`src/rtl/mmu_addresses_pkg.sv`:
```
// CPU-visible register addresses and the DMA source-page address folding rule.
package mmu_addresses_pkg;

  localparam logic [15:0] DMA_OAM_addr = 16'hFF46;

  // Pages E0..FF mirror work RAM at C0..DF, so the DMA engine reads from the mirror origin.
  function automatic logic [7:0] dma_src_page(input logic [7:0] page);
    logic [7:0] folded;
    if (page >= 8'hE0) begin
      folded = page - 8'h20;
    end else begin
      folded = page;
    end
    return folded;
  endfunction

endpackage

```
`src/rtl/ppu_types_pkg.sv`:
```
// PPU-wide types and constants shared by the PPU and OAM DMA engine.
package ppu_types_pkg;

  localparam int OAM_len       = 160;
  localparam int DMA_START_LEN = 4;

  typedef enum logic [1:0] {
    DMA_IDLE  = 2'd0,
    DMA_START = 2'd1,
    DMA_XFER  = 2'd2
  } dma_state_t;

endpackage

```
`src/rtl/oam_dma_if.sv`:
```
// CPU register bus, source read port and OAM write port of the OAM DMA engine.
interface oam_dma_if;
  logic [15:0] bus_addr;
  logic [7:0]  bus_wdata;
  logic        bus_write_en;
  logic        bus_read_en;
  logic [7:0]  bus_rdata;
  logic [15:0] src_addr;
  logic        src_read_req;
  logic [7:0]  src_rdata;
  logic [7:0]  oam_addr;
  logic [7:0]  oam_wdata;
  logic        oam_we;
  logic        dma_active;

  modport slave (
    input  bus_addr, bus_wdata, bus_write_en, bus_read_en, src_rdata,
    output bus_rdata, src_addr, src_read_req, oam_addr, oam_wdata, oam_we, dma_active
  );

  modport master (
    output bus_addr, bus_wdata, bus_write_en, bus_read_en, src_rdata,
    input  bus_rdata, src_addr, src_read_req, oam_addr, oam_wdata, oam_we, dma_active
  );
endinterface

```
`src/rtl/oam_dma.sv`:
```
// OAM DMA engine: a write to FF46 copies 160 bytes from {page, 00..9F} into OAM,
// one byte per M-cycle after a 4-clock start-up delay.
module oam_dma
  import ppu_types_pkg::*;
  import mmu_addresses_pkg::*;
(
  input logic        clk,
  input logic        reset,
  oam_dma_if.slave   bus
);

  localparam logic [7:0] LAST_IDX   = 8'(OAM_len - 1);
  localparam logic [1:0] START_LAST = 2'(DMA_START_LEN - 1);

  dma_state_t  state_r;
  logic [7:0]  page_r;
  logic [7:0]  byte_idx_r;
  logic [1:0]  phase_r;
  logic [7:0]  data_r;
  logic [15:0] src_addr_r;
  logic        src_read_req_r;
  logic [7:0]  oam_addr_r;
  logic        oam_we_r;
  logic        dma_active_r;
  logic        dma_write_s;

  assign dma_write_s = bus.bus_write_en && (bus.bus_addr == DMA_OAM_addr);

  assign bus.bus_rdata    = (bus.bus_read_en && (bus.bus_addr == DMA_OAM_addr)) ? page_r : 8'hFF;
  assign bus.src_addr     = src_addr_r;
  assign bus.src_read_req = src_read_req_r;
  assign bus.oam_addr     = oam_addr_r;
  assign bus.oam_wdata    = data_r;
  assign bus.dma_active   = dma_active_r;
  // Reset must suppress an OAM write already scheduled for the clock in which it rises.
  assign bus.oam_we       = oam_we_r && !reset;

  // Transfer sequencer: strobes are one clock wide, so they default low every cycle.
  always_ff @(posedge clk) begin
    if (reset) begin
      state_r        <= DMA_IDLE;
      page_r         <= 8'h00;
      byte_idx_r     <= 8'h00;
      phase_r        <= 2'd0;
      data_r         <= 8'h00;
      src_addr_r     <= 16'h0000;
      src_read_req_r <= 1'b0;
      oam_addr_r     <= 8'h00;
      oam_we_r       <= 1'b0;
      dma_active_r   <= 1'b0;
    end else begin
      src_read_req_r <= 1'b0;
      oam_we_r       <= 1'b0;
      if (dma_write_s) begin
        // A new page write restarts from any state; an in-flight write completes on its own.
        page_r       <= bus.bus_wdata;
        state_r      <= DMA_START;
        phase_r      <= 2'd0;
        byte_idx_r   <= 8'h00;
        dma_active_r <= 1'b1;
      end else begin
        case (state_r)
          DMA_IDLE: begin
            dma_active_r <= 1'b0;
          end
          DMA_START: begin
            if (phase_r == START_LAST) begin
              state_r <= DMA_XFER;
              phase_r <= 2'd0;
            end else begin
              phase_r <= phase_r + 2'd1;
            end
          end
          DMA_XFER: begin
            phase_r <= phase_r + 2'd1;
            case (phase_r)
              2'd1: begin
                src_read_req_r <= 1'b1;
                src_addr_r     <= {dma_src_page(page_r), byte_idx_r};
              end
              2'd2: begin
                data_r     <= bus.src_rdata;
                oam_we_r   <= 1'b1;
                oam_addr_r <= byte_idx_r;
              end
              2'd3: begin
                if (byte_idx_r == LAST_IDX) begin
                  state_r      <= DMA_IDLE;
                  byte_idx_r   <= 8'h00;
                  dma_active_r <= 1'b0;
                end else begin
                  byte_idx_r <= byte_idx_r + 8'd1;
                end
              end
              default: begin
              end
            endcase
          end
          default: begin
            state_r      <= DMA_IDLE;
            dma_active_r <= 1'b0;
          end
        endcase
      end
    end
  end

endmodule

```
`src/flat_wrapper.sv`:
```
// flat-port wrapper written by rule: the top's interface ports become plain ports
module oam_dma_flat import ppu_types_pkg::*; import mmu_addresses_pkg::*;
  (clk, reset, bus_bus_addr, bus_bus_wdata, bus_bus_write_en, bus_bus_read_en, bus_src_rdata, bus_bus_rdata, bus_src_addr, bus_src_read_req, bus_oam_addr, bus_oam_wdata, bus_oam_we, bus_dma_active);
  oam_dma_if bus_i ();
  input logic clk;
  input logic reset;
  input wire logic [$bits(bus_i.bus_addr)-1:0] bus_bus_addr;
  input wire logic [$bits(bus_i.bus_wdata)-1:0] bus_bus_wdata;
  input wire logic [$bits(bus_i.bus_write_en)-1:0] bus_bus_write_en;
  input wire logic [$bits(bus_i.bus_read_en)-1:0] bus_bus_read_en;
  input wire logic [$bits(bus_i.src_rdata)-1:0] bus_src_rdata;
  output wire logic [$bits(bus_i.bus_rdata)-1:0] bus_bus_rdata;
  output wire logic [$bits(bus_i.src_addr)-1:0] bus_src_addr;
  output wire logic [$bits(bus_i.src_read_req)-1:0] bus_src_read_req;
  output wire logic [$bits(bus_i.oam_addr)-1:0] bus_oam_addr;
  output wire logic [$bits(bus_i.oam_wdata)-1:0] bus_oam_wdata;
  output wire logic [$bits(bus_i.oam_we)-1:0] bus_oam_we;
  output wire logic [$bits(bus_i.dma_active)-1:0] bus_dma_active;
  assign bus_i.bus_addr = bus_bus_addr;
  assign bus_i.bus_wdata = bus_bus_wdata;
  assign bus_i.bus_write_en = bus_bus_write_en;
  assign bus_i.bus_read_en = bus_bus_read_en;
  assign bus_i.src_rdata = bus_src_rdata;
  assign bus_bus_rdata = bus_i.bus_rdata;
  assign bus_src_addr = bus_i.src_addr;
  assign bus_src_read_req = bus_i.src_read_req;
  assign bus_oam_addr = bus_i.oam_addr;
  assign bus_oam_wdata = bus_i.oam_wdata;
  assign bus_oam_we = bus_i.oam_we;
  assign bus_dma_active = bus_i.dma_active;
  oam_dma u_core (.clk(clk), .reset(reset), .bus(bus_i));
endmodule
```
`config.mk`:
```
export PLATFORM = sky130hd
export DESIGN_NAME = oam_dma_flat
export DESIGN_NICKNAME = d
export VERILOG_FILES = /design/src/rtl/mmu_addresses_pkg.sv /design/src/rtl/ppu_types_pkg.sv /design/src/rtl/oam_dma_if.sv /design/src/rtl/oam_dma.sv /design/src/flat_wrapper.sv
export SDC_FILE = /design/constraint.sdc
export NUM_CORES = 1
export LEC_CHECK = 0
export ABC_AREA = 1
export BUFFER_PORTS_ARGS = -buffer_cell sky130_fd_sc_hd__buf_2
export CELL_PAD_IN_SITES_DETAIL_PLACEMENT = 0
export CELL_PAD_IN_SITES_GLOBAL_PLACEMENT = 1
export CORE_AREA = 4 4 90 92
export DETAILED_ROUTE_END_ITERATION = 6
export DIE_AREA = 0 0 94 96
export PLACE_DENSITY_LB_ADDON = 0.05
export SLEW_MARGIN = 30
export SYNTH_ARGS = -nofsm -noshare
export SYNTH_HDL_FRONTEND = slang
export SYNTH_SLANG_ARGS = --single-unit
export TNS_END_PERCENT = 1
```
`constraint.sdc`:
```
create_clock -name clk -period 2.6 [get_ports clk]
set_clock_uncertainty 0.05 [all_clocks]
set_input_delay 0.26 -clock clk [delete_from_list [all_inputs] [get_ports clk]]
set_output_delay 0.26 -clock clk [all_outputs]
set_load 0.01 [all_outputs]
```
==> impl_metrics.env <==
export IMPL_ir_drop_v=0.000265
export IMPL_viasPerCell=4.77
export IMPL_port_buffers=78
export IMPL_clk_pin_slew_ns=0.10
export IMPL_drt_wl_total_mm=6.31
export IMPL_yosysTopAreaCellShare_pct=44.1
export IMPL_clockBufferDepth=2
export IMPL_ys_warn_count=0
export IMPL_gp_congestion=0.718
export IMPL_r2r_cells=6
export IMPL_antenna_left=0
export IMPL_antenna_found_initial=0
export IMPL_slowest_delay_ns=0.41
export IMPL_syn2layout_area_growth_pct=19.9
export IMPL_crit_chain="inv_1, ha_1, buf_4, nand3_4, nand2_1, a21oi_1"
export IMPL_cts_setup_buffers=0
export IMPL_layout_nets=427
export IMPL_p_leak_nw=1.22
export IMPL_synth_xor_area_share_pct=1.40
export IMPL_cp_top_family="buffers and inverters"
export IMPL_hpwl_mm=4.53
export IMPL_drtPass1Iterations=4
export IMPL_die_w_um=94
export IMPL_sw_frac_of_total_pct=25.3
export IMPL_period_minus_slack_ns=1.83
export IMPL_grt_max_degree=35
export IMPL_yosysSeqAreaShare_pct=44.1
export IMPL_synth_mux_area_share_pct=0.401
export IMPL_synth_adder_area_share_pct=4.01
export IMPL_worstSetupEndpointType="flip-flop"
export IMPL_syn_num_nets=358
export IMPL_cp_slowest_cell="ha_1"
export IMPL_clkPwrFrac_pct=33.4
export IMPL_die_h_um=96
export IMPL_final_area_um2=3000
export IMPL_holdCritStartpoint="bus_src_rdata[6]"
export IMPL_syn_area_per_cell_um2=7.95
export IMPL_grt_overflow=0
export IMPL_setup_ws_ns=0.767
export IMPL_hp_class="in -> reg"
export IMPL_r2r_end="u_core.bus.oam_addr[0]$_SDFFE_PP0P_"
export IMPL_num_io_pins=79
export IMPL_start_util_pct=34.6
export IMPL_start_kind="flip-flop"
export IMPL_seqPwrFrac_pct=58.7
export IMPL_num_rows=31
export IMPL_period_share_pct=70.5
export IMPL_layout_drive_gt1_share_pct=26.8
export IMPL_preCtsSetupSlack_ns=0.750
export IMPL_clock_latency_ns=0.31
export IMPL_synthSimpleGateAreaFrac_pct=27.4
export IMPL_ys_types=28
export IMPL_dr_first_iter_drc_count=80
export IMPL_slew_headroom_pct=54.3
export IMPL_hold_end="u_core.bus.oam_wdata[6]$_SDFFE_PP0P_"
export IMPL_h_tree_depth=2
export IMPL_vias=2303
export IMPL_pwr_share_comb_pct=8.0
export IMPL_cts_root_buf="clkbuf_8"
export IMPL_diodes=0
export IMPL_setup_viol=0
export IMPL_cellInternalPower_mw=1.08
export IMPL_p_sw_uw=365
export IMPL_worst_pin_slew_ns=0.685
export IMPL_layout_common_cells="buf_2 (78), nand2_1 (62), dfxtp_1 (55)"
export IMPL_rsz0062_at_grt="no"
export IMPL_drcViolationCount=0
export IMPL_timing_rr_start="u_core.state_r[0]$_SDFFE_PP0P_"
export IMPL_cts_made_buffers=5
export IMPL_netlist_top_cells_area="dfxtp_1 (44%), nand2_1 (9.3%), a21oi_1 (9.2%)"
export IMPL_synth_top_family_by_area="simple AND/OR/NAND/NOR gates"
export IMPL_final_common_cell="buf_2"
export IMPL_grt_pass1_wl_mm=10.2
export IMPL_whs_path_depth=3
export IMPL_path_class="reg -> reg"
export IMPL_cts_hold_buf=0
export IMPL_cts_sinks=55
export IMPL_cts_tree="yes"
export IMPL_max_freq_mhz=546
export IMPL_yosysTopAreaCell="dfxtp_1"
export IMPL_path_buf_inv=2
export IMPL_cp_max_fo=28
export IMPL_rrSetupSlack_ns=0.77
export IMPL_synth_compound_area_share_pct=12.6
export IMPL_netlist_instances=314
export IMPL_grt_pass1_vias=2175
export IMPL_status="complete, no violations"
export IMPL_worst_endpoint_required_ns=2.74
export IMPL_die_area_um2=9020
export IMPL_final_hold_viol_count=0
export IMPL_ys_seq_elements=55
export IMPL_tns_ns=0
export IMPL_cap_viol_max_count=0
export IMPL_power_density_nw_per_um2=483
export IMPL_worst_ep_arrival_time_ns=1.97
export IMPL_grt_total_usage_pct=14.3
export IMPL_drt_wirelength_per_cell_um=13.1
export IMPL_post_cts_resized=0
export IMPL_slew_violations=0
export IMPL_syn_cell_area_um2=2500
export IMPL_postPlaceCellArea_um2=2910
export IMPL_core_um2=7210
[synth_stat cells (all sizes together)]
cell type  instances
and3               1
buf               12
mux2i              1
dfxtp             55
a21oi             46
nor4               1
inv               31
nand2             63
ha                 8
or2                1
nand3             16
nand4             35
clkbuf             8
nor2              17
o211ai             1
a21o               1
xor2               4
nor3               2
o21ai             11
[routing by layer]
| metal | share of wire, % | GRT usage (%) | up-vias |
|---|---|---|---|
| met5 | 0 | 0 | - |
| met4 | 1.0 | 3.97 | 0 |
| met3 | 4.0 | 3.05 | 7 |
| met2 | 47 | 23.9 | 37 |
| met1 | 48 | 18.6 | 1062 |
| li1 | - | - | 1197 |
[state kept, by name (all words and copies together), names as in the netlist, 2 cells and up]
register / cells
u_core.bus.oam_wdata: 8
u_core.phase_r: 2
u_core.bus.oam_addr: 8
u_core.bus.src_addr: 16
u_core.byte_idx_r: 8
u_core.page_r: 8
u_core.state_r: 2
[layout make-up]
cell class | instances | area, um2
clock buffers | 6 | 72.6
clock inverters | 2 | 17.5
fillers | 820 | 4220
inverters | 31 | 116
multi-input cells | 208 | 1140
flip-flops and latches | 55 | 1100
well taps | 99 | 124
repair buffers | 82 | 420
[cell families after synthesis]
| group | after synthesis |
|---|---|
| xor+xnor | 4 |
| buf+inv | 51 |
| mux | 1 |
| simple gates | 136 |
| fa+ha+maj | 8 |
| flops | 55 |
| compound gates | 59 |
[worst max path at each step]
| stage | from | endpoint | slack, ns | cells past startpoint |
|---|---|---|---|---|
| global route | u_core.state_r[0]$_SDFFE_PP0P_ | u_core.bus.oam_wdata[2]$_SDFFE_PP0P_ | 0.60 | 6 |
| CTS | u_core.state_r[0]$_SDFFE_PP0P_ | u_core.bus.oam_addr[2]$_SDFFE_PP0P_ | 0.77 | 6 |
| floorplan | u_core.state_r[0]$_SDFFE_PP0P_ | u_core.byte_idx_r[4]$_SDFFE_PP0P_ | 1.18 | 9 |
| global placement | bus_bus_addr[4] | u_core.byte_idx_r[7]$_SDFFE_PP0P_ | 0.77 | 9 |
| detailed placement | bus_bus_addr[4] | u_core.byte_idx_r[7]$_SDFFE_PP0P_ | 0.75 | 9 |
| finish | u_core.state_r[0]$_SDFFE_PP0P_ | u_core.bus.oam_addr[0]$_SDFFE_PP0P_ | 0.77 | 6 |
[tightest hold or removal path, stage by stage]
cell     delay [ns]
buf_2          0.10
nand4_1        0.07
a21oi_1        0.06
[metrics by stage]
| step | util [%] | instances | hold slack, ns | power, mW |
|---|---|---|---|---|
| 2_1_floorplan | - | 314 | 0.372 | 0.934 |
| 3_3_place_gp | 40.3 | 475 | 0.397 | 0.983 |
| 3_5_place_dp | 40.3 | 475 | 0.402 | 0.984 |
| 4_1_cts | 41.5 | 483 | 0.151 | 1.47 |
| 5_1_grt | 41.5 | 483 | 0.167 | 1.51 |
| 6_report | 41.5 | 483 | 0.159 | 1.45 |
[power by group through the flow]
stage	Combinational [mW]	Sequential, mW	Clock [mW]
after floorplan	0.0668	0.867	0
after global placement	0.115	0.868	0
after detailed placement	0.116	0.868	0
after CTS	0.116	0.848	0.501
after global routing	0.130	0.849	0.529
final	0.115	0.848	0.483
Note: power is estimated with default switching activity, not from simulation.
